<file path="src/rtl/alu5_pkg.sv">
// -----------------------------------------------------------------------------
// alu5_pkg
// Shared types and constants for the 5-bit ALU operation sequencer.
//   DATA_W      : datapath width (5)
//   OP_W        : width of the command opcode port (2, or 3 with accumulate)
//   op_e        : arithmetic operation select
//   seq_state_e : sequencer FSM states
//   result_t    : captured result bundle {result, of, op}
// Optional feature macro: ALU5_ACCUM_EN (adds opcode bit 2 = accumulate).
// -----------------------------------------------------------------------------
package alu5_pkg;

    localparam int DATA_W = 5;

`ifdef ALU5_ACCUM_EN
    localparam int OP_W = 3;
`else
    localparam int OP_W = 2;
`endif

    typedef enum logic [1:0] {
        OP_ADD = 2'd0,
        OP_SUB = 2'd1,
        OP_ABS = 2'd2,
        OP_LT  = 2'd3
    } op_e;

    typedef enum logic [1:0] {
        ST_IDLE   = 2'd0,
        ST_SETTLE = 2'd1,
        ST_HOLD   = 2'd2
    } seq_state_e;

    typedef struct packed {
        logic [DATA_W-1:0] result;
        logic              of;
        op_e               op;
    } result_t;

    // Zero-extends the single-bit less-than flag to a full data word.
    function automatic logic [DATA_W-1:0] lt_to_word(input logic lt);
        return {{(DATA_W-1){1'b0}}, lt};
    endfunction

endpackage

</file>
<file path="src/rtl/alu5_op_sequencer_result_sel.sv">
// -----------------------------------------------------------------------------
// alu5_result_sel
// Combinational selector: maps the operation code plus the datapath outputs
// to the {result, of, op} bundle that the sequencer captures.
//   op          : operation code
//   dp_sum, dp_abs_sum, dp_diff : datapath results
//   dp_of_add, dp_of_sub, dp_lessthan : datapath flags
//   sel         : selected result bundle
// -----------------------------------------------------------------------------
module alu5_result_sel
    import alu5_pkg::*;
(
    input  op_e               op,
    input  logic [DATA_W-1:0] dp_sum,
    input  logic [DATA_W-1:0] dp_abs_sum,
    input  logic [DATA_W-1:0] dp_diff,
    input  logic              dp_of_add,
    input  logic              dp_of_sub,
    input  logic              dp_lessthan,
    output result_t           sel
);

    // Result/overflow multiplexer; the absolute sum reuses the adder overflow.
    always_comb begin
        sel.op = op;
        case (op)
            OP_ADD: begin
                sel.result = dp_sum;
                sel.of     = dp_of_add;
            end
            OP_SUB: begin
                sel.result = dp_diff;
                sel.of     = dp_of_sub;
            end
            OP_ABS: begin
                sel.result = dp_abs_sum;
                sel.of     = dp_of_add;
            end
            OP_LT: begin
                sel.result = lt_to_word(dp_lessthan);
                sel.of     = 1'b0;
            end
            default: begin
                sel.result = {DATA_W{1'b0}};
                sel.of     = 1'b0;
            end
        endcase
    end

endmodule

</file>
<file path="src/rtl/alu5_op_sequencer.sv">
// -----------------------------------------------------------------------------
// alu5_op_sequencer
// Registered front/back end for the 5-bit combinational arithmetic datapath.
// Accepts a command (valid/ready), holds operands on dp_a/dp_b for
// SETTLE_CYCLES edges, captures the selected result and presents it with a
// valid/ready handshake. Tracks sticky overflow and a saturating op count.
// Ports:
//   clk, reset (async, active-high)
//   in_valid/in_ready/in_op/in_a/in_b        : command interface
//   dp_a/dp_b -> datapath; dp_sum/dp_abs_sum/dp_diff/dp_of_add/dp_of_sub/
//   dp_lessthan <- datapath results
//   out_valid/out_ready/out_result/out_of/out_op : result interface
//   sticky_of, clr_sticky, op_count           : status
// Parameters: SETTLE_CYCLES (1..15), CNT_W (op_count width).
// Optional feature macro: ALU5_ACCUM_EN -- in_op[2]=1 loads dp_a from the
// last captured out_result instead of in_a.
// -----------------------------------------------------------------------------
module alu5_op_sequencer
    import alu5_pkg::*;
#(
    parameter int SETTLE_CYCLES = 1,
    parameter int CNT_W         = 8
) (
    input  logic              clk,
    input  logic              reset,
    input  logic              in_valid,
    output logic              in_ready,
    input  logic [OP_W-1:0]   in_op,
    input  logic [DATA_W-1:0] in_a,
    input  logic [DATA_W-1:0] in_b,
    output logic [DATA_W-1:0] dp_a,
    output logic [DATA_W-1:0] dp_b,
    input  logic [DATA_W-1:0] dp_sum,
    input  logic [DATA_W-1:0] dp_abs_sum,
    input  logic [DATA_W-1:0] dp_diff,
    input  logic              dp_of_add,
    input  logic              dp_of_sub,
    input  logic              dp_lessthan,
    output logic              out_valid,
    input  logic              out_ready,
    output logic [DATA_W-1:0] out_result,
    output logic              out_of,
    output logic [1:0]        out_op,
    output logic              sticky_of,
    input  logic              clr_sticky,
    output logic [CNT_W-1:0]  op_count
);

    localparam logic [3:0]       SETTLE_INIT = 4'(SETTLE_CYCLES - 1);
    localparam logic [CNT_W-1:0] CNT_MAX     = {CNT_W{1'b1}};

    seq_state_e        state_q, state_d;
    logic [3:0]        cnt_q, cnt_d;
    op_e               op_q, op_d;
    logic [DATA_W-1:0] dp_a_q, dp_a_d, dp_b_q, dp_b_d;
    logic [DATA_W-1:0] out_result_q, out_result_d;
    logic              out_valid_q, out_valid_d;
    logic              out_of_q, out_of_d;
    op_e               out_op_q, out_op_d;
    logic              sticky_q, sticky_d;
    logic [CNT_W-1:0]  count_q, count_d;

    logic              accept_s;
    logic              capture_s;
    result_t           sel_s;

    alu5_result_sel u_sel (
        .op          (op_q),
        .dp_sum      (dp_sum),
        .dp_abs_sum  (dp_abs_sum),
        .dp_diff     (dp_diff),
        .dp_of_add   (dp_of_add),
        .dp_of_sub   (dp_of_sub),
        .dp_lessthan (dp_lessthan),
        .sel         (sel_s)
    );

    assign accept_s  = in_valid && in_ready;
    assign capture_s = (state_q == ST_SETTLE) && (cnt_q == 4'd0);

    // FSM state register.
    always_ff @(posedge clk or posedge reset) begin
        if (reset) begin
            state_q <= ST_IDLE;
        end else begin
            state_q <= state_d;
        end
    end

    // FSM next-state logic; HOLD can hand off straight into SETTLE.
    always_comb begin
        state_d = state_q;
        case (state_q)
            ST_IDLE: begin
                if (in_valid) state_d = ST_SETTLE;
                else          state_d = ST_IDLE;
            end
            ST_SETTLE: begin
                if (cnt_q == 4'd0) state_d = ST_HOLD;
                else               state_d = ST_SETTLE;
            end
            ST_HOLD: begin
                if (out_ready) state_d = in_valid ? ST_SETTLE : ST_IDLE;
                else           state_d = ST_HOLD;
            end
            default: state_d = ST_IDLE;
        endcase
    end

    // FSM outputs: ready is independent of in_valid.
    always_comb begin
        case (state_q)
            ST_IDLE:   in_ready = 1'b1;
            ST_HOLD:   in_ready = out_ready;
            ST_SETTLE: in_ready = 1'b0;
            default:   in_ready = 1'b0;
        endcase
    end

    // Next values of operand, counter, result and status registers.
    always_comb begin
        dp_a_d       = dp_a_q;
        dp_b_d       = dp_b_q;
        op_d         = op_q;
        cnt_d        = cnt_q;
        out_result_d = out_result_q;
        out_of_d     = out_of_q;
        out_op_d     = out_op_q;
        out_valid_d  = out_valid_q;
        sticky_d     = sticky_q;
        count_d      = count_q;

        if (accept_s) begin
`ifdef ALU5_ACCUM_EN
            if (in_op[2]) dp_a_d = out_result_q;
            else          dp_a_d = in_a;
`else
            dp_a_d = in_a;
`endif
            dp_b_d = in_b;
            op_d   = op_e'(in_op[1:0]);
            cnt_d  = SETTLE_INIT;
        end else if ((state_q == ST_SETTLE) && (cnt_q != 4'd0)) begin
            cnt_d = cnt_q - 4'd1;
        end else begin
            cnt_d = cnt_q;
        end

        if (capture_s) begin
            out_result_d = sel_s.result;
            out_of_d     = sel_s.of;
            out_op_d     = sel_s.op;
            out_valid_d  = 1'b1;
        end else if ((state_q == ST_HOLD) && out_ready) begin
            out_valid_d = 1'b0;
        end else begin
            out_valid_d = out_valid_q;
        end

        // Set has priority over a simultaneous clear.
        if (capture_s && sel_s.of) sticky_d = 1'b1;
        else if (clr_sticky)       sticky_d = 1'b0;
        else                       sticky_d = sticky_q;

        if (capture_s && (count_q != CNT_MAX)) count_d = count_q + CNT_W'(1);
        else                                   count_d = count_q;
    end

    // Datapath and status registers.
    always_ff @(posedge clk or posedge reset) begin
        if (reset) begin
            dp_a_q       <= {DATA_W{1'b0}};
            dp_b_q       <= {DATA_W{1'b0}};
            op_q         <= OP_ADD;
            cnt_q        <= 4'd0;
            out_result_q <= {DATA_W{1'b0}};
            out_of_q     <= 1'b0;
            out_op_q     <= OP_ADD;
            out_valid_q  <= 1'b0;
            sticky_q     <= 1'b0;
            count_q      <= {CNT_W{1'b0}};
        end else begin
            dp_a_q       <= dp_a_d;
            dp_b_q       <= dp_b_d;
            op_q         <= op_d;
            cnt_q        <= cnt_d;
            out_result_q <= out_result_d;
            out_of_q     <= out_of_d;
            out_op_q     <= out_op_d;
            out_valid_q  <= out_valid_d;
            sticky_q     <= sticky_d;
            count_q      <= count_d;
        end
    end

    assign dp_a       = dp_a_q;
    assign dp_b       = dp_b_q;
    assign out_result = out_result_q;
    assign out_of     = out_of_q;
    assign out_op     = out_op_q;
    assign out_valid  = out_valid_q;
    assign sticky_of  = sticky_q;
    assign op_count   = count_q;

endmodule

</file>
<file path="config.mk">
export PLATFORM = sky130hd
export DESIGN_NAME = alu5_op_sequencer
export DESIGN_NICKNAME = d
export VERILOG_FILES = /design/src/rtl/alu5_pkg.sv /design/src/rtl/alu5_op_sequencer_result_sel.sv /design/src/rtl/alu5_op_sequencer.sv
export SDC_FILE = /design/constraint.sdc
export NUM_CORES = 1
export LEC_CHECK = 0
export ABC_AREA = 1
export BUFFER_PORTS_ARGS = -buffer_cell sky130_fd_sc_hd__buf_2
export CAP_MARGIN = 15
export CELL_PAD_IN_SITES_DETAIL_PLACEMENT = 1
export CELL_PAD_IN_SITES_GLOBAL_PLACEMENT = 1
export CORE_ASPECT_RATIO = 1.75
export CORE_MARGIN = 2
export CORE_UTILIZATION = 25
export CTS_BUF_LIST = sky130_fd_sc_hd__clkbuf_8
export CTS_CLUSTER_DIAMETER = 30
export DETAILED_ROUTE_END_ITERATION = 10
export PLACE_DENSITY = 0.68
export SYNTH_ARGS = -nofsm -noshare
export SYNTH_HDL_FRONTEND = slang
export SYNTH_SLANG_ARGS = --single-unit
</file>
<file path="constraint.sdc">
create_clock -name clk -period 1.72 [get_ports clk]
set_input_delay 0.344 -clock clk [delete_from_list [all_inputs] [get_ports clk]]
set_output_delay 0.344 -clock clk [all_outputs]
set_load 0.01 [all_outputs]
</file>
# == After elaboration in Yosys (flattened, before gate mapping) ==
# Index checks and enable logic that the tools add are counted.
# word_totals
ff_bits,36
# classes
addsub,2
eq_ne,6
n_mux,12
n_reduce_logical,13
# op_table
operator,n
6-bit one-hot mux with 4 select lines,1
"8-bit by 1-bit adder with 8-bit output, second input constant",1
4-bit 2-to-1 mux,2
"8-bit inequality test, second input constant",1
"2-bit equality test, second input constant",3
1-bit logical AND,6
2-bit one-hot mux with 3 select lines,1
2-bit nonzero test,3
1-bit 2-to-1 mux,5
"2-bit by 1-bit equality test with 1-bit output, second input constant",2
2-bit zero test,2
4-bit zero test,1
2-bit 2-to-1 mux,2
4-bit nonzero test,1
"4-bit by 1-bit subtractor with 4-bit output, second input constant",1
1-bit one-hot mux with 2 select lines,1

# == Longest topological paths before layout ==
# logic_depth
depth_word,4
ltp_mapped,8
ltp_nobuf,8

# == By module ==
# A second synthesis with hierarchy kept.
# unflattened
cells_unflattened,236
area_unflattened_um2,1836.8
# by_module_without_submodules
module,n_inst,cells_per_inst,area_per_inst_um2,seq_area_each_um2
alu5_op_sequencer,1,199,1646.6,900.9
alu5_result_sel,1,37,190.2,0.0

# == Worst setup path after synthesis ==
# OpenSTA, ideal clock, no wires.
# synth_path
kind,flip-flop to flip-flop
startpoint,register cnt_q[0]
endpoint,"register out_result_q[0], in the netlist out_result[0]"
setup_ns,0.117
t_arrival_ns,1.157
required_time_ns,1.603
setup_slack_ns,0.445
path_stages_with_launch,9
path_buffers,1
synth_period_minus_slack_ns,1.275
path_cell_list,dfrtp_1 inv_1 ha_1 nand2_2 nor2_8 inv_2 buf_6 nand2_1 nand2_1
# synth_between
elab_chain_len,2
# synth_rtl
item,line,rtl
start: declaration,alu5_op_sequencer.sv:53,"logic [3:0] cnt_q, cnt_d;"
start signal: assignment,alu5_op_sequencer.sv:186,cnt_q <= cnt_d;
4-bit zero test,alu5_op_sequencer.sv:79,assign capture_s = (state_q == ST_SETTLE) && (cnt_q == 4'd0);
1-bit logical AND,alu5_op_sequencer.sv:79,
end signal: assignment,alu5_op_sequencer.sv:176,out_result_q <= {DATA_W{1'b0}};
end signal: assignment,alu5_op_sequencer.sv:187,out_result_q <= out_result_d;
end: declaration,alu5_op_sequencer.sv:56,"logic [DATA_W-1:0] out_result_q, out_result_d;"
# Every way passes these cells.
# A chain may end at the register's enable or synchronous reset.

# == Final worst setup path ==
# layout_path
startpoint,register state_q[1]
endpoint,output in_ready
# layout_between
elab_chain_len,2
elab_cells_between_ends,3
# layout_rtl
item,line,rtl
start: declaration,alu5_op_sequencer.sv:52,"seq_state_e state_q, state_d;"
start signal: assignment,alu5_op_sequencer.sv:86,state_q <= state_d;
2-bit equality test or 2-bit zero test (tied branches),alu5_op_sequencer.sv:112,case (state_q)
1-bit one-hot mux with 2 select lines *,alu5_op_sequencer.sv:112,
end: declaration,alu5_op_sequencer.sv:27,"output logic in_ready,"
# Every way passes the cells marked *; elsewhere a longest branch is shown, timed or not.

==> impl_results.md <==
* Status: complete, no violations
* Post-synthesis mux area share at 0
* Hold Slack at ~0.16 ns
* Core Area at between 6000 and 7000 um^2
* Net Sw Frac at 0.4109
* Num rows at 40
* Clock Skew at roughly 0.0054 ns
* GPL Wtd Cong at between 0.7 and 0.8
* Port bufs at 63
* Antenna violations before repair at 0
* VDD IR max at 0.5962 mV
* Pins over their slew limit at 0
* Critical Path Fanout Max at 4
* Reg-to-Reg Start: cnt_q[0]
* Worst-path cell chain: a21oi_1 > buf_2
* First-pass GRT wire length at 8.079 mm
* Largest family of logic cells by synthesized area: simple AND/OR/NAND/NOR gates
* Clk Latency, worst-skew pair at 0.28 ns
* Via count at ~1700
* Most frequent cell after synthesis: nand2_1
* Leak pwr at between 1 and 1.5 nW
* Combinational Power Share at 0.427
* Post-route worst setup slack at approximately 0.32 ns
* Clk network pwr share at 0.195
* Critical path type: reg -> out
* Worst EP arrival at approximately 1.1 ns
* #FFs+latches synth at 36
* Post-Syn Area at between 1500 and 2000 um^2
* Clock root buffer: clkbuf_8
* Critical Path Slowest Stage Cell: dfrtp_1
* GRT met3 Usage at 0.02153
* Gr usage total at 0.1369
* Largest net degree at the start of global routing at 37
* Setup violators final at 0
* CTS H-tree depth at 2
* Die height at around 120 um
* GRT overflow at 0
* CTS tree: built
* Multi-input gate area at roughly 760 um^2
* Fin util at 0.3338
* Fin crit share at 0.8136
* WP data required at approximately 1.4 ns
* Compound-cell area share of the yosys netlist at 0.04471
* NumNets Final at roughly 330
* Post-Synth Simple-Gate Area at 0.3499
* Crit path largest cell delay at a little over 0.4 ns
* RR Endpoint: out_op[0]
* Drt total wl at between 4 and 5 mm
* Area contributors post-synth: dfrtp_1 (51%), nand2_1 (22%), nand3_1 (6.2%)
* Most frequent cells after synthesis: nand2_1 (103), dfrtp_1 (36), nand3_1 (22), inv_1 (19), nor2_1 (10)
* Clk sinks at 36
* Post-CTS setup buffers at 0
* Post-place setup slack at between 0.3 and 0.4 ns
* Detail Placement HPWL at around 3.7 mm
* Post-detailed-route count of antenna-violating nets at 0
* Die X at slightly below 70 um
* Register area at around 900 um^2
* Peak Freq at just over 0.7 GHz
* Setup slack, reg-to-reg at roughly 0.33 ns
* Startpoint Class: register
* Vias per std cell at 4.475
* Synth cell types at 24
* Syn Inst Count at roughly 230
* Power Dens Cells at 1626 nW/um^2
* Total CTS buffers at 5
* # resized after CTS at 0
* Starting density of the core at 0.2571
* Vias in the first global route at ~1800
* YS warnings at 0
* Die area at roughly 7800 um^2
* Tot Pwr at ~3.7 mW
* Met1 usage at 0.1455
* Setup crit end kind: output pin
* Layer with the highest usage: met2
* Max clock buf depth at 2
* # DRC at 0
* Rel. slew slack at 0.6843
* Seq/Total Area, Yosys at 0.5110
* Max-cap violations at 0
* Post-Syn Nets at ~260
* Share of cells above drive strength 1 at 0.2881
* Drt initial violations at 20
* Async set-reset flop share out of synthesis at 1.000
* Filler Cells Inserted at between 800 and 900
* Setup TNS at 0 ns
* Register share of total power at 0.377
* Primary FF master, synth: dfrtp_1
* Worst reg-to-reg path cell count at 7
* Worst slew pin tran at 0.4736 ns
* RSZ-0062 raised after global routing: no
* Yosys top cell area share at 0.5110
* IO Pins at 64
* Diodes inserted at 0
* Hold_buf cts at 0
* Period minus WS final at around 1.4 ns
* EDFF count, synth at 0
* Type of the most critical hold path: in -> async
* Synthesized area per cell at between 7 and 8 um^2
* Synth Area in XOR/XNOR at 0.01987
* Adder-Cell Fraction of Synth Area at 0.01419
* Clock transition at path regs at around 0.070 ns
* Drt wl/cell at around 13 um
* Area delta synth->final at 29.81%
* Area leader, netlist: dfrtp_1
* P_sw at 1.529 mW
* GR Util met2 at 0.2497
* Internal power at ~2.2 mW
* Final hold violation count at 0
* TritonRoute pass-1 iters at 4
## area by class of cell
cell class | instances | area share
flip-flops and latches | 36 | 0.3937
multi-input cells | 164 | 0.3302
repair buffers | 66 | 0.1476
well taps | 84 | 0.04593
inverters | 21 | 0.03554
clock buffers | 5 | 0.03007
clock inverters | 3 | 0.01695
## critical path, delay by kind of cell, from the launching register on
family          cells  cell delay (ns)
flops               1             0.41
buf+inv             1             0.17
compound gates      1             0.19
## metrics by stage
step / cell area (um^2) / instances
CTS: 2288 / 379
finish: 2288 / 379
floorplan: 1763 / 225
global placement: 2181 / 371
global route: 2288 / 379
detailed placement: 2181 / 371
## sequential cells by signal (all words and copies together) (netlist names)
register	cells
op_count	8
dp_a	5
dp_b	5
out_result	5
cnt_q	4
op_q	2
out_op	2
state_q	2
out_of	1
out_valid	1
sticky_of	1
## worst max-delay path by stage
stage                     slack [ns]       endpoint       start
after global routing            0.16    op_count[0]    cnt_q[0]
final                           0.32       in_ready  state_q[1]
after global placement          0.36      out_op[1]    cnt_q[0]
after CTS                       0.29         out_of    cnt_q[0]
after floorplan                 0.45  out_result[0]    cnt_q[0]
after detailed placement        0.30         out_of    cnt_q[0]
## routing by layer
metal / vias up / wire [um] / share of wire
met1: 811 / 1772 / 0.37
li1: 837 / - / -
met2: 41 / 2692 / 0.56
met5: - / 0 / 0
met3: 7 / 185 / 0.039
met4: 0 / 121 / 0.025
## cells in the final DEF (no fill, tap or decap), types with 2 or more instances in the layout
master,Yosys,routed
ha_1,2,2
inv_1,19,20
nand3_2,2,2
xnor2_1,3,3
a21oi_1,3,3
o21ai_0,7,7
clkbuf_8,0,5
nand3_1,22,22
buf_2,2,63
o21ai_2,2,2
nand2_1,103,103
nor2_1,10,10
nand2_2,2,2
buf_4,0,3
nor2_2,2,2
dfrtp_1,36,36
## power groups by stage
stage	registers, mW	logic, mW	clock network (mW)
after detailed placement	1.42	1.64	0
after floorplan	1.50	0.961	0
after global routing	1.46	1.83	0.803
final	1.40	1.59	0.727
after CTS	1.41	1.65	0.763
after global placement	1.41	1.59	0
## logic make-up (layout without fill, tap and decap cells)
kind of cell	count (synthesis)	in the layout
DFF	36	36
buffers and inverters	25	95
and+or+nand+nor	144	144
xor gates and xnor gates	4	4
adders and majority gates	2	2
AOI/OAI and AO/OA	14	14
(Power assumes the default switching activity.)
